`src/rtl/la_dump_pkg.sv`:
```
// Shared constants and types for the logic-analyzer dump sequencer.
// Frame sync bytes, FSM state codes and the frame phase enum.
package la_dump_pkg;

    localparam logic [7:0] SYNC0 = 8'hAA;
    localparam logic [7:0] SYNC1 = 8'h55;

    localparam logic [1:0] ST_IDLE  = 2'd0;
    localparam logic [1:0] ST_SEND  = 2'd1;
    localparam logic [1:0] ST_DRAIN = 2'd2;

    typedef enum logic [2:0] {
        PH_SYNC0,
        PH_SYNC1,
        PH_LENH,
        PH_LENL,
        PH_PAY,
        PH_CHK
    } phase_t;

endpackage

```
`src/rtl/la_dump_if.sv`:
```
// Sample-RAM read port plus UART transmitter byte port.
// master = sequencer side, slave = RAM/transmitter side.
interface la_dump_if #(
    parameter int ADDR_W = 10
);

    logic              UartEN;
    logic [7:0]        UartData;
    logic              RdCLK;
    logic [ADDR_W-1:0] RdAddr;
    logic [7:0]        RdData;

    modport master (
        output UartEN,
        output UartData,
        output RdAddr,
        input  RdCLK,
        input  RdData
    );

    modport slave (
        input  UartEN,
        input  UartData,
        input  RdAddr,
        output RdCLK,
        output RdData
    );

endinterface

```
`src/rtl/la_byte_prefetch.sv`:
```
// One-entry payload prefetch from the capture RAM.
// Address wraps naturally at the end of the circular buffer.
module la_byte_prefetch #(
    parameter int ADDR_W = 10
) (
    input  logic              clk,
    input  logic              rst,
    input  logic              load,
    input  logic [ADDR_W-1:0] start_addr,
    input  logic              take,
    input  logic              last,
    output logic [ADDR_W-1:0] rd_addr,
    input  logic [7:0]        rd_data,
    output logic [7:0]        data
);

    logic issue_q;
    logic cap_q;
    logic valid_q;

    always_ff @(posedge clk) begin
        if (rst) begin
            rd_addr <= '0;
            issue_q <= 1'b0;
            cap_q   <= 1'b0;
            valid_q <= 1'b0;
            data    <= 8'h00;
        end else begin
            cap_q   <= issue_q;
            issue_q <= 1'b0;
            if (cap_q && !valid_q) begin
                data    <= rd_data;
                valid_q <= 1'b1;
            end
            // Refill is issued on the same edge the held byte is consumed
            if (load) begin
                rd_addr <= start_addr;
                issue_q <= 1'b1;
                valid_q <= 1'b0;
            end else if (take) begin
                valid_q <= 1'b0;
                if (!last) begin
                    rd_addr <= rd_addr + ADDR_W'(1);
                    issue_q <= 1'b1;
                end
            end
        end
    end

endmodule

```
`src/rtl/la_dump_sequencer.sv`:
```
// Streams a framed block of captured samples to the UART transmitter.
// Frame: AA 55 LEN_HI LEN_LO payload CHK, paced by RdCLK rises.
module la_dump_sequencer
    import la_dump_pkg::*;
#(
    parameter int ADDR_W = 10
) (
    input  logic              SendingCLK,
    input  logic              Init,
    input  logic              Start,
    input  logic [ADDR_W-1:0] StartAddr,
    input  logic [ADDR_W:0]   Len,
    la_dump_if.master         bus,
    output logic              Busy,
    output logic              Done
);

    logic [1:0]      state;
    phase_t          phase;
    logic [ADDR_W:0] cnt;
    logic [7:0]      chk;
    logic            rdclk_q;
    logic            en_q;
    logic [7:0]      data_q;
    logic [15:0]     len16;
    logic            rise;
    logic            fall;
    logic            pay_more;
    logic            pf_load;
    logic            pf_take;
    logic            pf_last;
    logic [7:0]      pf_data;

    assign rise     = bus.RdCLK & ~rdclk_q;
    assign fall     = ~bus.RdCLK & rdclk_q;
    // cnt is untouched until the first payload byte, so it still holds Len
    assign len16    = 16'(cnt);
    assign pay_more = (cnt != '0);
    assign pf_load  = (state == ST_IDLE) && Start && (Len != '0);
    assign pf_take  = (state == ST_SEND) && rise && pay_more
                   && ((phase == PH_LENL) || (phase == PH_PAY));
    assign pf_last  = (cnt == (ADDR_W+1)'(1));

    assign bus.UartEN   = en_q;
    assign bus.UartData = data_q;

    la_byte_prefetch #(
        .ADDR_W (ADDR_W)
    ) u_pf (
        .clk        (SendingCLK),
        .rst        (Init),
        .load       (pf_load),
        .start_addr (StartAddr),
        .take       (pf_take),
        .last       (pf_last),
        .rd_addr    (bus.RdAddr),
        .rd_data    (bus.RdData),
        .data       (pf_data)
    );

    always_ff @(posedge SendingCLK) begin
        if (Init) begin
            state   <= ST_IDLE;
            phase   <= PH_SYNC0;
            cnt     <= '0;
            chk     <= 8'h00;
            rdclk_q <= 1'b0;
            en_q    <= 1'b0;
            data_q  <= 8'hFF;
            Busy    <= 1'b0;
            Done    <= 1'b0;
        end else begin
            rdclk_q <= bus.RdCLK;
            Done    <= 1'b0;
            case (state)
                ST_IDLE: begin
                    if (Start) begin
                        state  <= ST_SEND;
                        phase  <= PH_SYNC0;
                        cnt    <= Len;
                        chk    <= 8'h00;
                        en_q   <= 1'b1;
                        data_q <= SYNC0;
                        Busy   <= 1'b1;
                    end
                end
                ST_SEND: begin
                    if (rise) begin
                        unique case (phase)
                            PH_SYNC0: begin
                                data_q <= SYNC1;
                                phase  <= PH_SYNC1;
                            end
                            PH_SYNC1: begin
                                data_q <= len16[15:8];
                                chk    <= chk ^ len16[15:8];
                                phase  <= PH_LENH;
                            end
                            PH_LENH: begin
                                data_q <= len16[7:0];
                                chk    <= chk ^ len16[7:0];
                                phase  <= PH_LENL;
                            end
                            PH_LENL, PH_PAY: begin
                                if (pay_more) begin
                                    data_q <= pf_data;
                                    chk    <= chk ^ pf_data;
                                    cnt    <= cnt - (ADDR_W+1)'(1);
                                    phase  <= PH_PAY;
                                end else begin
                                    data_q <= chk;
                                    phase  <= PH_CHK;
                                end
                            end
                            PH_CHK: begin
                                en_q  <= 1'b0;
                                state <= ST_DRAIN;
                            end
                            default: phase <= PH_SYNC0;
                        endcase
                    end
                end
                ST_DRAIN: begin
                    // Falling RdCLK: the final stop bit is on the line
                    if (fall) begin
                        state <= ST_IDLE;
                        Busy  <= 1'b0;
                        Done  <= 1'b1;
                    end
                end
                default: state <= ST_IDLE;
            endcase
        end
    end

endmodule

```
`src/flat_wrapper.sv`:
```
// flat-port wrapper written by rule: the top's interface ports become plain ports
module la_dump_sequencer_flat import la_dump_pkg::*;
#(
    parameter int ADDR_W = 10
)
  (SendingCLK, Init, Start, StartAddr, Len, Busy, Done, bus_UartEN, bus_UartData, bus_RdAddr, bus_RdCLK, bus_RdData);
  la_dump_if #(.ADDR_W(ADDR_W)) bus_i ();
  input  logic SendingCLK;
  input  logic Init;
  input  logic Start;
  input  logic [ADDR_W-1:0] StartAddr;
  input  logic [ADDR_W:0] Len;
  output logic Busy;
  output logic Done;
  output wire logic [$bits(bus_i.UartEN)-1:0] bus_UartEN;
  output wire logic [$bits(bus_i.UartData)-1:0] bus_UartData;
  output wire logic [$bits(bus_i.RdAddr)-1:0] bus_RdAddr;
  input wire logic [$bits(bus_i.RdCLK)-1:0] bus_RdCLK;
  input wire logic [$bits(bus_i.RdData)-1:0] bus_RdData;
  assign bus_UartEN = bus_i.UartEN;
  assign bus_UartData = bus_i.UartData;
  assign bus_RdAddr = bus_i.RdAddr;
  assign bus_i.RdCLK = bus_RdCLK;
  assign bus_i.RdData = bus_RdData;
  la_dump_sequencer #(.ADDR_W(ADDR_W)) u_core (.SendingCLK(SendingCLK), .Init(Init), .Start(Start), .StartAddr(StartAddr), .Len(Len), .bus(bus_i), .Busy(Busy), .Done(Done));
endmodule
```
`config.mk`:
```
export PLATFORM = sky130hd
export DESIGN_NAME = la_dump_sequencer_flat
export DESIGN_NICKNAME = d
export VERILOG_FILES = /design/src/rtl/la_dump_pkg.sv /design/src/rtl/la_dump_if.sv /design/src/rtl/la_byte_prefetch.sv /design/src/rtl/la_dump_sequencer.sv /design/src/flat_wrapper.sv
export SDC_FILE = /design/constraint.sdc
export NUM_CORES = 1
export LEC_CHECK = 0
export ABC_AREA = 1
export BUFFER_PORTS_ARGS = -buffer_cell sky130_fd_sc_hd__buf_2
export CAP_MARGIN = 15
export CELL_PAD_IN_SITES_DETAIL_PLACEMENT = 1
export CELL_PAD_IN_SITES_GLOBAL_PLACEMENT = 2
export CORE_MARGIN = 1
export CORE_UTILIZATION = 30
export CTS_CLUSTER_DIAMETER = 120
export DETAILED_ROUTE_END_ITERATION = 7
export GPL_TIMING_DRIVEN = 0
export PLACE_DENSITY_LB_ADDON = 0.1
export SYNTH_ARGS = -nofsm -noshare
export SYNTH_HDL_FRONTEND = slang
export SYNTH_SLANG_ARGS = --single-unit
```
`constraint.sdc`:
```
create_clock -name SendingCLK -period 1.7 [get_ports SendingCLK]
set_input_delay 0.085 -clock SendingCLK [delete_from_list [all_inputs] [get_ports SendingCLK]]
set_output_delay 0.085 -clock SendingCLK [all_outputs]
set_load 0.01 [all_outputs]
```
==> flow_results.org <==
** Run status
- The flow ran to the end, and the final reports show no timing, DRC or antenna violations.

** Clock network
- Clock-pin slew was measured on the worst setup and hold paths at 0.06 ns.
- The clock passes through at most 2 buffers.
- CTS Buf Count :: 9
- TritonCTS clock tree :: built
- Number of clock sinks :: 57
- The H-tree generated during clock tree synthesis spans 3 levels.
- Clock tree synthesis selected as its root buffer the cell sky130_fd_sc_hd__clkbuf_16.
- The clock reaches the later pin of the worst-skew pair after 0.33 ns.

** Placement
- Final weighted congestion in routability-driven placement :: 0.789
- Timing analysis after detailed placement gives a worst setup slack of -0.385 ns.
- Once detailed placement completed, the half-perimeter wirelength came to 8810 um.
- Port Buffers :: 53

** Critical path
- For the worst setup path, the data required time is 1.92 ns.
- Crit Path Class :: register to register
- STA puts the critical path data arrival time at 1.90 ns.
- Kind of end point of the critical path :: register
- Startpoint Class :: register
- The setup check on the worst reg-to-reg path leaves a slack of 0.03 ns.
- Highest fanout seen on the critical path :: 7

** Logic synthesis
- A synthesized cell averages 6.28 um2.
- The top cell type by area accounts for approximately a third of the synthesized area.
- Among all flip-flop cells after synthesis, the most frequent one is sky130_fd_sc_hd__dfxtp_1.
- Sorting the synthesized cells by how often they occur yields 154 x sky130_fd_sc_hd__nand2_1, 89 x sky130_fd_sc_hd__nor2_1, 57 x sky130_fd_sc_hd__dfxtp_1.
- Summed over all instances, the cell type with the most area after synthesis is sky130_fd_sc_hd__dfxtp_1.
- Sequential fraction of the synthesis area :: 33.6%
- Count of state elements after synthesis :: 57
- Most repeated cell in the gate-level netlist after synthesis :: sky130_fd_sc_hd__nand2_1
- Yosys warns :: 0
- The number of nets in the synthesized netlist is 577.
- Post-synthesis instance area :: around 0.0034 mm2
- The number of different library cells used by synthesis comes to 34.
- Number of synthesized flops with an enable pin :: 0
- Cell types occupying the most area after synthesis :: sky130_fd_sc_hd__dfxtp_1 34%, sky130_fd_sc_hd__nand2_1 17%, sky130_fd_sc_hd__nor2_1 9.8%
- In the synthesized netlist the async set-or-reset flop fraction comes to 0%.
- Cells after synthesis :: 541

** Power
- Leakage dissipation :: 2.18 nW
- Internal Dissipation :: roughly 3.3 mW
- Share of total power in sequential cells :: 32.9%
- Net switching is 35.0% of the power.
- Across the VDD grid, the largest voltage drop is ~0.00038 V.
- Combinational cells account for just over 30% of the total power.
- Net switching power figure :: 1.77 mW
- Power spread over the standard cell area amounts to around 1100 mW/mm2.
- Share of total power in the clock network :: 36.9%

** Timing
- The clock period could shrink to 1.67 ns.
- Slew @ Worst Pin :: about 0.77 ns
- Final setup vio count :: 0
- The final-report max-slew violation count was 0.
- Worst clock skew :: 0.00860 ns
- Unrepaired setup endpoints after global routing :: true
- In this run the tightest slew margin relative to its limit is 48.4%.
- Final number of hold-violating endpoints :: 0
- Dividing the final minimum period by the clock period gives 98.4%.
- Setup total negative slack :: 0 ns
- Maximum clock rate :: roughly 600 MHz
- In the post-route analysis, the smallest setup slack over all paths is 0.0270 ns.

** Floorplan
- Die Outline Area :: 0.0118 mm2
- Die Height :: 108 um
- Effective utilization at floorplan :: 31.1%
- Standard-cell rows :: 38
- From left edge to right edge, the die measures approximately 110 um.
- The floorplan step defined a core boundary enclosing approximately 0.011 mm2.
- Ports placed on the boundary :: 54

** Global route
- The first global-routing pass estimated 19600 um of wire.
- Summed over all layers, the global routing overflow is 0.
- The number of global-route vias before repair was 3781.
- For this run, the total global-route usage over all layers was measured as roughly 22%.
- Largest net degree at the start of global routing :: 12
- Number of antenna violations at the first check in global routing :: 0

** Detailed routing
- After the first detailed-routing iteration, the DRC count stood at 219.
- After detailed routing, the number of remaining DRC violations is 0.
- Total via count in the routed design :: 3841
- Antenna Violating Nets Remaining :: 0
- After detailed routing, the total wire length is about 13000 um.
- The pre-antenna-repair detailed-routing pass consisted of 4 iterations.
- Using the TritonRoute via totals, the vias-per-cell ratio works out to 4.91.
- Routed length per instance :: ~16 um

** Job
- The tool flagged a number of max-cap violations equal to 0.

** Finish
- Across the whole layout, storage elements account for 0.00116 mm2.
- In the final layout, the multi-input gates occupy 0.00218 mm2.
- Final core utilization :: 43.0%
- Filler Cells Inserted :: 1450
- 0 antenna diodes ended up in the layout.
- The post-route netlist has 27.1% of its cells at a drive strength greater than 1.
- Compared with the post-synthesis result, the final layout area differs by 38.5%.
- Final-stage net count :: 673

** Hold path
- Hold Crit Class :: input port to register
## layout by cell type, fill, tap and decap left out, types with 5 or more instances in the layout
master                          count
sky130_fd_sc_hd__o21ai_0           36
sky130_fd_sc_hd__buf_4             21
sky130_fd_sc_hd__buf_6              6
sky130_fd_sc_hd__nand3_1           48
sky130_fd_sc_hd__dfxtp_1           46
sky130_fd_sc_hd__o21ai_1            6
sky130_fd_sc_hd__nor2_1            79
sky130_fd_sc_hd__dfxtp_2            9
sky130_fd_sc_hd__buf_2             55
sky130_fd_sc_hd__dlygate4sd3_1      7
sky130_fd_sc_hd__nor2_2             6
sky130_fd_sc_hd__clkbuf_16         10
sky130_fd_sc_hd__nand2_1          146
sky130_fd_sc_hd__inv_1             37
sky130_fd_sc_hd__a21oi_1           36
sky130_fd_sc_hd__nand3_4            5
sky130_fd_sc_hd__nor2_4             9
sky130_fd_sc_hd__inv_2              5
sky130_fd_sc_hd__nand2_4           11
sky130_fd_sc_hd__nand2_2            7
## critical path, cell delays in order, from the launching register on
cell	delay (ns)
sky130_fd_sc_hd__dfxtp_2	0.37
sky130_fd_sc_hd__nor2_2	0.16
sky130_fd_sc_hd__nand2_1	0.13
sky130_fd_sc_hd__nor2_4	0.21
sky130_fd_sc_hd__buf_12	0.14
sky130_fd_sc_hd__nand3_4	0.09
sky130_fd_sc_hd__nand2_4	0.10
sky130_fd_sc_hd__nand2_4	0.07
sky130_fd_sc_hd__nand2_4	0.11
sky130_fd_sc_hd__nand2_1	0.07
sky130_fd_sc_hd__nand2_1	0.07
sky130_fd_sc_hd__nor2_1	0.04
## through the flow
step                cells  total power [mW]  hold slack, ns  area (um2)
global route          782              5.37          0.0706        4700
CTS                   762              4.89          0.0322        4350
floorplan             541              2.47           0.180        3400
detailed placement    734              2.88           0.320        3840
global placement      734              2.84           0.307        3840
finish                782              5.06          0.0402        4700
## timing repair
action                     CTS  global route
setup buffers                6            18
hold buffers                 7             0
pin swaps                    3            13
gates resized for setup     26            59
hold endpoints to repair     7             0
setup endpoints to repair   40            44
cloned                       1             2
## layout make-up
type / instances / share of cell area (%)
Tap cell: 140 / 3.72
Clock inverter: 6 / 1.44
Buffer: 15 / 2.82
Inverter: 46 / 3.94
Timing Repair Buffer: 85 / 11.9
Multi-Input combinational cell: 423 / 46.4
Sequential cell: 57 / 24.7
Clock buffer: 10 / 5.08
## cell families (layout without fill, tap and decap cells)
kind of cell               count (synthesis)  count (layout)  synth area share [%]
adders and majority gates                  3               3                  1.11
AOI/OAI and AO/OA                         92              92                  14.5
xor gates and xnor gates                   8               8                  2.06
muxes                                      1               1                 0.295
DFF                                       57              57                  33.6
buffers and inverters                     63             162                  8.51
and+or+nand+nor                          317             319                  40.0
## power by group through the flow
| stage | registers (mW) | logic (mW) | clock network, mW |
|---|---|---|---|
| floorplan | 1.64 | 0.828 | 0 |
| global placement | 1.65 | 1.19 | 0 |
| detailed placement | 1.66 | 1.22 | 0 |
| CTS | 1.65 | 1.34 | 1.90 |
| global route | 1.68 | 1.70 | 1.98 |
| finish | 1.66 | 1.53 | 1.87 |
## sequential cells by signal, indices dropped and copies added, names as in the netlist, 2 cells and up
signal               flops
u_core.cnt              11
u_core.u_pf.rd_addr     10
u_core.phase             3
u_core.u_pf.data         8
u_core.bus.UartData      8
u_core.state             2
u_core.chk               8
## final timing paths
kind,startpoint,endpoint,cells past startpoint
worst max-delay path,u_core.cnt[4]$_SDFFE_PP0P_,u_core.chk[4]$_SDFFE_PP0P_,11
worst min-delay path,bus_RdData[1],u_core.u_pf.data[1]$_SDFFE_PP0P_,3
worst max register to register,u_core.cnt[4]$_SDFFE_PP0P_,u_core.chk[4]$_SDFFE_PP0P_,11
worst min register to register,u_core.u_pf.issue_q$_SDFF_PP0_,u_core.u_pf.cap_q$_SDFF_PP0_,2
## routing by layer
layer,share of wire (%),track usage [%],routed length [um],vias to the layer above
li1,-,-,-,1947
met1,48,29.4,5970,1819
met2,49,37.2,6100,66
met3,2.9,3.86,357,9
met4,0.75,4.83,94,0
met5,0,0,0,-
No activity file was read; power rests on OpenSTA's default activity.
